### config.mk
export PLATFORM = sky130hd
export DESIGN_NAME = pipe_stage_reg
export DESIGN_NICKNAME = d
export VERILOG_FILES = /design/src/rtl/pipe_stage_reg_pkg.sv /design/src/rtl/pipe_entry_reg.sv /design/src/rtl/pipe_stage_reg.sv
export SDC_FILE = /design/constraint.sdc
export NUM_CORES = 1
export LEC_CHECK = 0
export CAP_MARGIN = 10
export CORE_MARGIN = 1.5
export CORE_UTILIZATION = 45
export DETAILED_ROUTE_END_ITERATION = 10
export MAX_ROUTING_LAYER = met4
export PLACE_DENSITY_LB_ADDON = 0.3
export SYNTH_ARGS = -nofsm -noshare
export SYNTH_HDL_FRONTEND = slang
export SYNTH_SLANG_ARGS = --single-unit
### constraint.sdc
create_clock -name clk -period 2.6 [get_ports clk]
set_input_delay 0.65 -clock clk [delete_from_list [all_inputs] [get_ports clk]]
set_output_delay 0.65 -clock clk [all_outputs]
set_load 0.05 [all_outputs]
### src/rtl/pipe_stage_reg_pkg.sv
// Shared definitions for pipeline stage registers: occupancy-coded states and
// the default bubble encoding.
package pipe_stage_reg_pkg;

   typedef enum logic [1:0] {
      ST_EMPTY = 2'd0,
      ST_ONE   = 2'd1,
      ST_TWO   = 2'd2
   } stage_state_t;

   localparam logic [15:0] NOP_INSTR_DEFAULT = 16'h0000;

endpackage

### src/rtl/pipe_entry_reg.sv
// One instruction/PC holding register with load enable and synchronous clear
// back to the bubble encoding.
module pipe_entry_reg
   import pipe_stage_reg_pkg::*;
#(
   parameter int                 INSTR_W   = 16,
   parameter int                 PC_W      = 16,
   parameter logic [INSTR_W-1:0] NOP_INSTR = INSTR_W'(NOP_INSTR_DEFAULT)
) (
   input  logic               clk,
   input  logic               rst,
   input  logic               clear,
   input  logic               load,
   input  logic [INSTR_W-1:0] d_instr,
   input  logic [PC_W-1:0]    d_pc,
   output logic [INSTR_W-1:0] q_instr,
   output logic [PC_W-1:0]    q_pc
);

   always_ff @(posedge clk or posedge rst) begin
      if (rst) begin
         q_instr <= NOP_INSTR;
         q_pc    <= '0;
      end else if (clear) begin
         q_instr <= NOP_INSTR;
         q_pc    <= '0;
      end else if (load) begin
         q_instr <= d_instr;
         q_pc    <= d_pc;
      end
   end

endmodule

### src/rtl/pipe_stage_reg.sv
// Two-entry skid pipeline stage: main register drives the outputs, skid register
// catches the one entry accepted while downstream stalls.
module pipe_stage_reg
   import pipe_stage_reg_pkg::*;
#(
   parameter int                 INSTR_W   = 16,
   parameter int                 PC_W      = 16,
   parameter logic [INSTR_W-1:0] NOP_INSTR = INSTR_W'(NOP_INSTR_DEFAULT),
   parameter int                 CNT_W     = 8
) (
   input  logic               clk,
   input  logic               rst,
   input  logic               flush,
   input  logic               in_valid,
   output logic               in_ready,
   input  logic [INSTR_W-1:0] in_instr,
   input  logic [PC_W-1:0]    in_pc,
   output logic               out_valid,
   input  logic               out_ready,
   output logic [INSTR_W-1:0] out_instr,
   output logic [PC_W-1:0]    out_pc,
   output logic [1:0]         occupancy,
   output logic [CNT_W-1:0]   stall_cnt
);

   localparam logic [CNT_W-1:0] CNT_MAX = '1;

   stage_state_t       state, state_next;
   logic               in_fire, out_fire;
   logic               main_load, main_clear, main_sel_skid;
   logic               skid_load;
   logic [INSTR_W-1:0] skid_instr, main_d_instr;
   logic [PC_W-1:0]    skid_pc, main_d_pc;

   assign in_fire   = in_valid & in_ready;
   assign out_fire  = out_valid & out_ready;
   assign out_valid = (state != ST_EMPTY);
   assign occupancy = state;

   always_ff @(posedge clk or posedge rst) begin
      if (rst) state <= ST_EMPTY;
      else     state <= state_next;
   end

   // in_ready is a flop on the next state so out_ready never reaches it combinationally.
   always_ff @(posedge clk or posedge rst) begin
      if (rst) in_ready <= 1'b0;
      else     in_ready <= (state_next != ST_TWO);
   end

   always_comb begin
      state_next    = state;
      main_load     = 1'b0;
      main_clear    = flush;
      main_sel_skid = 1'b0;
      skid_load     = 1'b0;
      if (flush) begin
         state_next = ST_EMPTY;
      end else begin
         case (state)
            ST_EMPTY: begin
               if (in_fire) begin
                  state_next = ST_ONE;
                  main_load  = 1'b1;
               end
            end
            ST_ONE: begin
               if (in_fire && out_fire) begin
                  main_load = 1'b1;
               end else if (in_fire) begin
                  state_next = ST_TWO;
                  skid_load  = 1'b1;
               end else if (out_fire) begin
                  // Drained: clear main so the outputs show a bubble while empty.
                  state_next = ST_EMPTY;
                  main_clear = 1'b1;
               end
            end
            ST_TWO: begin
               if (out_fire) begin
                  state_next    = ST_ONE;
                  main_load     = 1'b1;
                  main_sel_skid = 1'b1;
               end
            end
            default: state_next = ST_EMPTY;
         endcase
      end
   end

   assign main_d_instr = main_sel_skid ? skid_instr : in_instr;
   assign main_d_pc    = main_sel_skid ? skid_pc    : in_pc;

   pipe_entry_reg #(.INSTR_W(INSTR_W), .PC_W(PC_W), .NOP_INSTR(NOP_INSTR)) u_main (
      .clk     (clk),
      .rst     (rst),
      .clear   (main_clear),
      .load    (main_load),
      .d_instr (main_d_instr),
      .d_pc    (main_d_pc),
      .q_instr (out_instr),
      .q_pc    (out_pc)
   );

   pipe_entry_reg #(.INSTR_W(INSTR_W), .PC_W(PC_W), .NOP_INSTR(NOP_INSTR)) u_skid (
      .clk     (clk),
      .rst     (rst),
      .clear   (flush),
      .load    (skid_load),
      .d_instr (in_instr),
      .d_pc    (in_pc),
      .q_instr (skid_instr),
      .q_pc    (skid_pc)
   );

   // Saturating count of back-pressured cycles; flush deliberately leaves it alone.
   always_ff @(posedge clk or posedge rst) begin
      if (rst)
         stall_cnt <= '0;
      else if (out_valid && !out_ready && (stall_cnt != CNT_MAX))
         stall_cnt <= stall_cnt + 1'b1;
   end

endmodule

==> summary.txt <==
Status
  • Status: finished clean

CTS
  • Reg clk slew, reported paths: 0.08 ns
  • CTS Buf Count: 9
  • Post-CTS Resized: 0
  • CTS max path bufs: 2
  • Skew-Pair Late Insertion Delay: 0.35 ns
  • Root Driver: clkbuf_8
  • CTS tree: built
  • Post-CTS setup buffers: 0
  • H-tree levels: 3
  • Clock net sink count: 75
  • Hold buffers post-CTS: 0

Flow run
  • Max Cap Viol: 0

Drt
  • Vias per inst: 5.05
  • ANT nets after route: 0
  • Routed len/inst: 14.4 microns
  • 1st-pass router iterations: 5
  • DRC viols: 0
  • Drt first-iter violations: 118
  • WL final: 7.47 mm
  • Vias: 2626

Logic synthesis
  • Top-area cell type share of the netlist area: 56.0%
  • Yosys top cell by area: dfrtp_1
  • Net Count, Synth: 376
  • Area contributors post-synth: dfrtp_1, nand2_1, mux2i_1
  • Synth Register Bits: 75
  • Post-Syn Area per Cell: 9.92 sq um
  • Seq/Total Area, Yosys: 56.0%
  • Count of cell types in the netlist: 34
  • Cell count after synthesis: 338
  • Ys Warns: 0
  • Mapped Area: 0.00335 sq mm

Timing
  • Period utilization: 94.0%
  • Fin. max-slew vios: 0
  • Final Hold Viols: 0
  • Worst-margin pin slew: 0.872 ns
  • Setup Skew: 0.00956 ns
  • Fin Setup TNS: 0 ns
  • Final setup viols: 0
  • Minimum clock period: 2.44 ns
  • Slew margin rel.: 41.8%
  • Achievable clock frequency: 0.409 GHz
  • RSZ-0062 raised after global routing: false

GRT
  • Pin count of the biggest net entering global routing: 76
  • Total grt overflow: 0
  • Number of global-route vias before repair: 2507
  • Initial antenna violation count: 0
  • GRT Total Usage: 20.4%
  • First-pass GRT wire length: 11.9 mm

Finish
  • Most frequent cells in the layout: nand2_1, clkdlybuf4s50_1, dfrtp_1
  • Fin nets: 454
  • Number of inserted diodes: 0
  • Final Util: 62.2%
  • Commonest non-fill, non-tap cell in the layout: nand2_1
  • Layout cell share with drive strength beyond 1: 8.08%
  • Syn-to-layout area delta: 34.0%

Floorplan
  • Height of the die: 89.3 microns
  • FP Rows: 31
  • Core box area: 0.00721 sq mm
  • Die W: 89.3 microns
  • Starting Density: 46.5%
  • Top-Level Pins: 81
  • Die ar.: 0.00798 sq mm

Worst setup path
  • Crit Path Max Fanout: 10
  • R2R Path Start: occupancy[0]
  • CP startpoint kind: register
  • Critical R2R Capture: u_main.q_pc[14]
  • Crit path from: occupancy[1]
  • CP Data Arrival Time: 1.79 ns
  • Crit Path Class: register to primary output
  • R2r setup slk: 0.76 ns
  • R2R cell count: 4
  • Crit end category: primary output
  • Worst path required time: 1.95 ns
  • Critical path endpoint: out_valid

Pwr
  • VDD IR max: 0.416 mV
  • Power Density: 700 mW/mm^2
  • Leakage Power: 1.83 nW

Worst hold path
  • Worst Hold Class: register to register

Placement
  • Post-DP HPWL: 5.02 mm
  • GPL Wtd Cong: 0.806
  • IO buf count: 80
==> flip-flops by register name, indices dropped and copies added (netlist names) <==
name and count:
u_skid.q_instr 16, u_main.q_pc 16, stall_cnt 8, in_ready 1
occupancy 2, u_main.q_instr 16, u_skid.q_pc 16
==> Yosys cell counts (all sizes together) <==
library cell    n
inv             3
nor4b           1
a211o           1
and3b           1
o21ba           1
or2             1
nand4           3
nand3           5
a41oi           2
ha              1
and3            1
and4            1
nand2         100
xnor2           4
a31oi           2
nor4bb          1
dfrtp          75
nor2b           2
o21ai          32
nand2b          2
o21a            1
clkbuf          6
nor3            1
nand4b          1
nand3b          1
mux2i          32
mux2            3
buf            17
a21oi          33
nor2            4
==> worst min-delay path by stage <==
stage | from | to | slack, ns | cells after the start
finish | u_main.q_instr[12] | u_main.q_instr[12] | 0.49 | 2
global route | u_main.q_pc[15] | u_main.q_pc[15] | 0.51 | 2
CTS | u_main.q_instr[1] | u_main.q_instr[1] | 0.49 | 2
detailed placement | u_main.q_instr[1] | u_main.q_instr[1] | 0.47 | 2
global placement | u_main.q_instr[1] | u_main.q_instr[1] | 0.47 | 2
floorplan | u_skid.q_instr[0] | u_skid.q_instr[0] | 0.50 | 2
==> layer usage <==
layer,share of wire [%],GRT usage [%],routed length [microns],up-vias
met5,0,-,0,-
met4,1.5,8.11,111,0
met3,4.3,3.23,324,9
met2,48,32.4,3560,66
met1,47,26.2,3480,1261
li1,-,-,-,1290
==> through the flow <==
step | worst slack, ns | std cells | power, mW | hold slack (ns) | instance area [sq um]
floorplan | 0.0400 | 338 | 1.81 | 0.501 | 3350
global placement | 0.128 | 504 | 2.08 | 0.467 | 4250
detailed placement | 0.0917 | 504 | 2.09 | 0.475 | 4250
CTS | 0.135 | 520 | 3.16 | 0.493 | 4490
global route | 0.0650 | 520 | 3.26 | 0.509 | 4490
finish | 0.156 | 520 | 3.14 | 0.488 | 4490
==> report_power, final <==
group          internal, mW  total (mW)  switching (mW)
clock                 0.641        1.08           0.437
sequential             1.25        1.33          0.0782
combinational         0.266       0.732           0.465
==> critical path: stages (launching register included) <==
cell             delay, ns
dfrtp_1               0.52
nor2_1                0.08
inv_1                 0.06
clkdlybuf4s50_1       0.79
==> logic make-up (layout without fill, tap and decap cells) <==
logic type,after synthesis,after routing,synth area share [%]
AOI/OAI and AO/OA,72,72,11.4
xor gates and xnor gates,4,4,1.05
adders and majority gates,1,1,0.373
buffers and inverters,26,109,3.99
DFF,75,75,56.0
muxes,35,35,10.6
and+or+nand+nor,125,125,16.6
==> cell type report <==
cell class / count / area [sq um]
flip-flops and latches: 75 / 1880
inverters: 3 / 11.3
multi-input cells: 237 / 1360
clock buffers: 10 / 128
well taps: 99 / 124
repair buffers: 90 / 883
clock inverters: 6 / 113
fillers: 641 / 2720
No activity file was read; power rests on OpenSTA's default activity.
